`config.mk`:
```
export PLATFORM = sky130hd
export DESIGN_NAME = alu_exec_ctrl
export DESIGN_NICKNAME = d
export VERILOG_FILES = /design/src/rtl/alu_ctrl_pkg.sv /design/src/rtl/alu_exec_ctrl_psr_reg.sv /design/src/rtl/alu_exec_ctrl.sv
export SDC_FILE = /design/constraint.sdc
export NUM_CORES = 1
export LEC_CHECK = 0
export ABC_AREA = 0
export ABC_CLOCK_PERIOD_IN_PS = 2000
export BUFFER_PORTS_ARGS = -buffer_cell sky130_fd_sc_hd__clkbuf_2
export CAP_MARGIN = 20
export CORE_ASPECT_RATIO = 1.1
export CORE_MARGIN = 2
export CORE_UTILIZATION = 48
export DETAILED_ROUTE_END_ITERATION = 12
export GPL_TIMING_DRIVEN = 0
export HOLD_SLACK_MARGIN = 0.03
export PLACE_DENSITY_LB_ADDON = 0.12
export SYNTH_ARGS = -nofsm -noshare
export SYNTH_HDL_FRONTEND = slang
export SYNTH_SLANG_ARGS = --single-unit
```
`constraint.sdc`:
```
create_clock -name clk -period 2 [get_ports clk]
set_input_delay 0.1 -clock clk [delete_from_list [all_inputs] [get_ports clk]]
set_output_delay 0.1 -clock clk [all_outputs]
set_load 0.02 [all_outputs]
```
`src/rtl/alu_ctrl_pkg.sv`:
```
// Shared types and constants for the ALU execution sequencer:
// FSM states, ALU op codes, PSR bit positions and the PSR load-mask rule.
package alu_ctrl_pkg;

  typedef enum logic [1:0] {
    ST_IDLE  = 2'd0,
    ST_READ  = 2'd1,
    ST_EXEC  = 2'd2,
    ST_WRITE = 2'd3
  } state_e;

  localparam logic [2:0] ALU_ADD = 3'b000;
  localparam logic [2:0] ALU_AND = 3'b001;
  localparam logic [2:0] ALU_OR  = 3'b010;
  localparam logic [2:0] ALU_XOR = 3'b011;
  localparam logic [2:0] ALU_SUB = 3'b100;

  localparam int PSR_C    = 0;
  localparam int PSR_L    = 1;
  localparam int PSR_F    = 2;
  localparam int PSR_Z    = 3;
  localparam int PSR_N    = 4;
  localparam int PSR_BITS = 5;

  localparam int OP_CMP_BIT = 3;

  // Logical ops only refresh Z and N; arithmetic ops and compares load every flag.
  function automatic logic [PSR_BITS-1:0] psr_load_mask(input logic [3:0] op);
    logic [PSR_BITS-1:0] mask;
    mask = '1;
    if (!op[OP_CMP_BIT] && (op[1:0] inside {ALU_AND[1:0], ALU_OR[1:0], ALU_XOR[1:0]})) begin
      mask        = '0;
      mask[PSR_Z] = 1'b1;
      mask[PSR_N] = 1'b1;
    end
    return mask;
  endfunction

endpackage

```
`src/rtl/alu_exec_ctrl_psr_reg.sv`:
```
// Processor status register: each bit loads its flag input when its mask bit
// is set and otherwise holds.
module psr_reg
  import alu_ctrl_pkg::*;
(
  input  logic                clk,
  input  logic                rst,
  input  logic [PSR_BITS-1:0] load_mask,
  input  logic [PSR_BITS-1:0] flags_in,
  output logic [PSR_BITS-1:0] psr
);

  logic [PSR_BITS-1:0] psr_q, psr_d;

  always_comb begin
    psr_d = (psr_q & ~load_mask) | (flags_in & load_mask);
  end

  always_ff @(posedge clk or posedge rst) begin
    if (rst) begin
      psr_q <= '0;
    end else begin
      psr_q <= psr_d;
    end
  end

  assign psr = psr_q;

endmodule

```
`src/rtl/alu_exec_ctrl.sv`:
```
// Four-state sequencer (IDLE, READ, EXEC, WRITE) running one ALU instruction at
// a time: operand read, external ALU evaluation, writeback and PSR update.
module alu_exec_ctrl
  import alu_ctrl_pkg::*;
#(
  parameter int WIDTH   = 16,
  parameter int REGBITS = 4
) (
  input  logic               clk,
  input  logic               reset,
  input  logic               instr_valid,
  output logic               instr_ready,
  input  logic [3:0]         instr_op,
  input  logic               instr_imm_en,
  input  logic [REGBITS-1:0] instr_rdest,
  input  logic [REGBITS-1:0] instr_rsrc,
  input  logic [7:0]         instr_imm,
  output logic [REGBITS-1:0] rf_raddr_a,
  output logic [REGBITS-1:0] rf_raddr_b,
  input  logic [WIDTH-1:0]   rf_rdata_a,
  input  logic [WIDTH-1:0]   rf_rdata_b,
  output logic               rf_we,
  output logic [REGBITS-1:0] rf_waddr,
  output logic [WIDTH-1:0]   rf_wdata,
  output logic [WIDTH-1:0]   alu_dst,
  output logic [WIDTH-1:0]   alu_src,
  output logic [2:0]         alu_op,
  input  logic [WIDTH-1:0]   alu_result,
  input  logic               alu_c,
  input  logic               alu_l,
  input  logic               alu_f,
  input  logic               alu_z,
  input  logic               alu_n,
  output logic [4:0]         psr,
  output logic               done,
  output state_e             dbg_state
);

  // Handshake: an instruction transfers on a rising edge where instr_valid and
  // instr_ready are both high; instr_ready is high only in IDLE, and
  // instr_valid is ignored in every other state (no queuing).

  state_e               state_q, state_d;
  logic [3:0]           op_q, op_d;
  logic                 imm_en_q, imm_en_d;
  logic [REGBITS-1:0]   rdest_q, rdest_d;
  logic [REGBITS-1:0]   rsrc_q, rsrc_d;
  logic [7:0]           imm_q, imm_d;
  logic [WIDTH-1:0]     result_q, result_d;
  logic [PSR_BITS-1:0]  flags_q, flags_d;
  logic [PSR_BITS-1:0]  psr_mask;
  logic                 is_cmp;

  assign is_cmp = op_q[OP_CMP_BIT];

  always_comb begin
    state_d  = state_q;
    op_d     = op_q;
    imm_en_d = imm_en_q;
    rdest_d  = rdest_q;
    rsrc_d   = rsrc_q;
    imm_d    = imm_q;
    result_d = result_q;
    flags_d  = flags_q;
    case (state_q)
      ST_IDLE: begin
        if (instr_valid) begin
          op_d     = instr_op;
          imm_en_d = instr_imm_en;
          rdest_d  = instr_rdest;
          rsrc_d   = instr_rsrc;
          imm_d    = instr_imm;
          state_d  = ST_READ;
        end
      end
      ST_READ: state_d = ST_EXEC;
      ST_EXEC: begin
        result_d       = alu_result;
        flags_d[PSR_C] = alu_c;
        flags_d[PSR_L] = alu_l;
        flags_d[PSR_F] = alu_f;
        flags_d[PSR_Z] = alu_z;
        flags_d[PSR_N] = alu_n;
        state_d        = ST_WRITE;
      end
      ST_WRITE: state_d = ST_IDLE;
      default:  state_d = ST_IDLE;
    endcase
  end

  always_ff @(posedge clk or posedge reset) begin
    if (reset) begin
      state_q  <= ST_IDLE;
      op_q     <= '0;
      imm_en_q <= 1'b0;
      rdest_q  <= '0;
      rsrc_q   <= '0;
      imm_q    <= '0;
      result_q <= '0;
      flags_q  <= '0;
    end else begin
      state_q  <= state_d;
      op_q     <= op_d;
      imm_en_q <= imm_en_d;
      rdest_q  <= rdest_d;
      rsrc_q   <= rsrc_d;
      imm_q    <= imm_d;
      result_q <= result_d;
      flags_q  <= flags_d;
    end
  end

  // Every external strobe is a decode of the state register, zero outside its state.
  always_comb begin
    instr_ready = (state_q == ST_IDLE);
    rf_raddr_a  = '0;
    rf_raddr_b  = '0;
    rf_we       = 1'b0;
    rf_waddr    = '0;
    rf_wdata    = '0;
    alu_dst     = '0;
    alu_src     = '0;
    alu_op      = ALU_ADD;
    done        = 1'b0;
    psr_mask    = '0;
    case (state_q)
      ST_READ: begin
        rf_raddr_a = rdest_q;
        rf_raddr_b = rsrc_q;
      end
      ST_EXEC: begin
        alu_dst = rf_rdata_a;
        alu_src = imm_en_q ? {{(WIDTH-8){imm_q[7]}}, imm_q} : rf_rdata_b;
        alu_op  = is_cmp ? ALU_SUB : op_q[2:0];
      end
      ST_WRITE: begin
        done     = 1'b1;
        psr_mask = psr_load_mask(op_q);
        if (!is_cmp) begin
          rf_we    = 1'b1;
          rf_waddr = rdest_q;
          rf_wdata = result_q;
        end
      end
      default: ;
    endcase
  end

  psr_reg u_psr (
    .clk       (clk),
    .rst       (reset),
    .load_mask (psr_mask),
    .flags_in  (flags_q),
    .psr       (psr)
  );

  assign dbg_state = state_q;

endmodule

```
### Word level (Yosys, flattened, before mapping)

Index checks and enable logic that the tools add are counted.
Widths: inputs -> output; s select.

| word-level totals | value |
|---|---|
| logic and storage cells | 43 |
| output and inout port bits | 73 |
| bits of input ports | 77 |
| bits in registers | 49 |

| operators by class | value |
|---|---|
| bitwise logic cells | 4 |
| multiplexer cells | 18 |
| reductions and logical operators | 5 |
| eq/ne operators | 7 |

Operators by type and width:

| operator | number |
|---|---|
| $mux 16 | 5 |
| $mux 4 | 4 |
| $and 5x5->5 | 2 |
| $mux 3 | 3 |
| $eq 2x2->1 const B | 4 |
| $pmux 2 s4 | 1 |
| $mux 5 | 1 |
| $not 5->5 | 1 |
| $or 5x5->5 | 1 |
| $eq 2x1->1 const B | 2 |
| $mux 1 | 3 |
| $reduce_bool 3->1 | 1 |
| $logic_not 2->1 | 1 |
| $mux 2 | 1 |
| $ne 2x2->1 const B | 1 |
| $reduce_and 2->1 | 1 |
| $logic_and 1x1->1 | 1 |
| $logic_not 1->1 | 1 |

### Depth between registers and ports, before layout

| logic depth | value |
|---|---|
| depth after elaboration | 8 |
| gate-level depth with buffers | 6 |
| mapped depth without buffers | 4 |

### Cells and area by module

From an unflattened synthesis, not the netlist that was laid out.

| second synthesis, totals | value |
|---|---|
| cells, all modules | 207 |
| area, all modules | 2,682.6 um2 |

Modules (own cells, without submodules):

| module | area each (um2) | sequential area each (um2) | times used | cells an instance |
|---|---|---|---|---|
| alu_exec_ctrl | 2,478.6 | 1,101.1 | 1 | 196 |
| psr_reg | 203.9 | 125.1 | 1 | 11 |

### Least setup slack after synthesis

No wires, ideal clock.

| timing path | value |
|---|---|
| path type | reg2out |
| from | reg state_q[0], in the netlist dbg_state[0] |
| to | out rf_waddr[0] |
| buffers on the path | 2 |
| setup slack | 0.282 ns |
| arrival time | 1.618 ns |
| stages on the path, launching flop included | 6 |
| required time | 1.900 ns |
| path through | dfrtp_1 ha_1 buf_4 nor2b_4 buf_2 and2_1 |

| on the way | value |
|---|---|
| word-level cells in the longest chain between the ends | 2 |

Ends and longest elaborated chain:

| what | RTL line | source |
|---|---|---|
| start: declaration | alu_exec_ctrl.sv:43 | `state_e state_q, state_d;` |
| start signal: assignment | alu_exec_ctrl.sv:102 | `state_q <= state_d;` |
| $eq 2x2->1 | alu_exec_ctrl.sv:126 | `case (state_q)` |
| $mux 4 | alu_exec_ctrl.sv:126 |  |
| end: declaration | alu_exec_ctrl.sv:23 | `output logic [REGBITS-1:0] rf_waddr,` |

Every way passes these cells.

### Worst setup path after layout

| timing path | value |
|---|---|
| from | reg state_q[1], in the netlist dbg_state[1] |
| to | out rf_wdata[13] |

| on the way | value |
|---|---|
| word-level cells in the longest chain between the ends | 2 |

Ends and longest elaborated chain:

| what | RTL line | source |
|---|---|---|
| $eq 2x2->1 | alu_exec_ctrl.sv:126 |  |
| $mux 16 | alu_exec_ctrl.sv:126 |  |
| end: declaration | alu_exec_ctrl.sv:24 | `output logic [WIDTH-1:0] rf_wdata,` |

Every way passes these cells.

==> flow_summary.json <==
{
  "synth_top_area_share": 0.467,
  "outcome": "complete, no violations",
  "cp_top_family": "buffers and inverters",
  "power.internal_uw": 3410,
  "cp.depth": 6,
  "period_share": 0.931,
  "nets": 462,
  "routedWlPerCell_um": 13.4,
  "cts_max_level": 2,
  "grtUsageTotal": 0.212,
  "antenna_cells": 0,
  "worstPathArrival_ps": 1760,
  "startpoint": "dbg_state[1]",
  "grt_pass1_wl_um": 9840,
  "layout_common_cells": "clkbuf_2, dfrtp_1, and2_1",
  "hold_viol_final": 0,
  "cellPowerDensity_mw_per_mm2": 1530,
  "multi_input_area_mm2": 0.00129,
  "final_common_cell": "clkbuf_2",
  "cp.required_ps": 1900,
  "vias_per_cell": 4.63,
  "final-seq-area_mm2": 0.00123,
  "start_util": 0.493,
  "wl_um": 6140,
  "globalplace.congestion": 0.742,
  "route.detailed.drc": 0,
  "crit_buf_inv": 3,
  "power.total_uw": 5700,
  "grt_max_degree": 28,
  "rr_worst_depth": 5,
  "synth_edf_count": 0,
  "whs_path_depth": 2,
  "cts-root-buf": "clkbuf_8",
  "vias": 2115,
  "seqPwrFrac": 0.319,
  "rsz0062_at_grt": "no",
  "nFillCells": 435,
  "finalSetupViolations": 0,
  "max_slew_margin": 0.593,
  "crit_chain": "ha_1 > buf_4 > nor2b_4 > buf_2 > and2_1 > clkbuf_2",
  "core_region_area_mm2": 0.00533,
  "combPwrFrac": 0.575,
  "die_y_um": 81.6,
  "syn-cell-area_mm2": 0.00263,
  "netSwitchingPower_uw": 2290,
  "synthArstFlopShare": 1.00,
  "synth_area_leaders": "dfrtp_1, mux2_4, mux2_2",
  "power_switching_share": 0.401,
  "clk_pin_slew_ps": 90,
  "yosys.area.top_type": "dfrtp_1",
  "endpoint": "rf_wdata[13]",
  "drive_gt1_frac": 0.592,
  "cts_buffer_depth": 2,
  "yosys.cell_types.count": 26,
  "r2r_setup_slack_ps": 480,
  "antenna_left": 0,
  "num_rows": 28,
  "die_area_mm2": 0.00608,
  "yosysSeqAreaShare": 0.467,
  "numCtsBuffers": 5,
  "io_buffer_count": 149,
  "drv_cap": 0,
  "r2r_start": "dbg_state[1]",
  "clock_latency_ps": 290,
  "timing.setup.tns_ps": 0,
  "synth_area_per_cell_um2": 12.4,
  "max_stage_delay_ps": 420,
  "critical_path.startpoint_type": "register",
  "drt_iter0_drc": 63,
  "ys_ff_latch": 49,
  "grt_pass1_vias": 2092,
  "syn_nets": 292,
  "slew_violations": 0,
  "leakage_uw": 0.00201,
  "cts_tree": "done",
  "syn_inst": 211,
  "whs_ps": 33.0,
  "tightestPinTransition_ps": 610,
  "grt-ovfl-total": 0,
  "dpl.hpwl_um": 4670,
  "io_pins": 150,
  "p_clk_frac": 0.105,
  "area_growth_pct": 42.0,
  "synthFlopType": "dfrtp_1",
  "peakVddDrop_uv": 849,
  "fin_skew_ps": 9.72,
  "endpoint_kind": "output pin",
  "r2r_end": "rsrc_q[3]",
  "crit_slowest_cell": "dfrtp_1",
  "path_max_fanout": 10,
  "min_period_ps": 1860,
  "max_freq_mhz": 537,
  "firstDrtPassIters": 4,
  "die_x_um": 74.5,
  "crit_type": "reg -> out",
  "min_path_type": "in -> reg",
  "antenna_found_initial": 0,
  "yosysWarnings": 0,
  "numClockSinks": 49
}
[Yosys cell counts, types with 3 or more instances]
| cell | instances |
|---|---|
| inv_1 | 3 |
| mux2_4 | 20 |
| nor2b_1 | 7 |
| and2_1 | 44 |
| o22ai_1 | 3 |
| ha_1 | 4 |
| dfrtp_1 | 49 |
| a21boi_1 | 5 |
| buf_6 | 4 |
| mux2i_1 | 7 |
| a21boi_0 | 4 |
| buf_2 | 5 |
| a21bo_2 | 3 |
| nand2_1 | 3 |
| mux2_2 | 25 |
| nand2b_1 | 10 |
[cell families (layout without fill, tap and decap cells)]
group | after synthesis | count (layout) | synth area share
buffers and inverters | 16 | 187 | 0.0405
AO/OA/AOI/OAI | 18 | 18 | 0.0529
multiplexers | 52 | 52 | 0.248
AND/OR/NAND/NOR | 72 | 72 | 0.172
adder cells (fa/ha/maj) | 4 | 4 | 0.0191
flip-flops | 49 | 49 | 0.467
[what timing repair did]
| item | CTS | global route |
|---|---|---|
| setup endpoints to repair | 0 | 44 |
| hold buffers | 12 | 1 |
| hold endpoints to repair | 37 | 1 |
| resized for setup | 0 | 5 |
| setup buffers | 0 | 0 |
[final cells by class]
cell class | count | share of cell area
multi-input combinational | 146 | 0.347
sequential | 49 | 0.329
timing repair buffer | 163 | 0.242
buffer | 13 | 0.0272
tap | 75 | 0.0252
clock buffer | 6 | 0.0221
clock inverter | 2 | 0.00369
inverter | 3 | 0.00302
[power groups by stage]
| stage | combinational, uW | clock (uW) | sequential (uW) |
|---|---|---|---|
| 2_1_floorplan | 2350 | 0 | 1830 |
| 3_3_place_gp | 3200 | 0 | 1810 |
| 3_5_place_dp | 3270 | 0 | 1840 |
| 4_1_cts | 3300 | 615 | 1820 |
| 5_1_grt | 3550 | 655 | 1900 |
| 6_report | 3280 | 600 | 1820 |
[per-stage QoR]
stage | std cells | setup WS (ps) | instance area [um^2] | util
global route | 457 | 4.53 | 3730 | 0.700
finish | 457 | 137 | 3730 | 0.700
global placement | 435 | 107 | 3460 | 0.651
detailed placement | 436 | 420 | 3490 | 0.656
floorplan | 211 | 282 | 2630 | -
CTS | 456 | 74.5 | 3710 | 0.696
[metal layers]
metal	part of all wire	track usage	up-vias
met3	0.058	0.0368	4
met2	0.52	0.381	74
met1	0.42	0.265	996
met4	0.0073	0.0482	0
met5	0	0	-
li1	-	-	1041
[worst min-delay path by stage]
stage / from / end / slack, ps
global placement: alu_result[4] / result_q[4] / 330
CTS: alu_l / flags_q[1] / 30
detailed placement: reset / result_q[10] / 200
global route: alu_result[12] / result_q[12] / 30
finish: alu_c / flags_q[0] / 30
floorplan: instr_imm_en / imm_en_q / 250
Power figures use the tool's default switching activity.
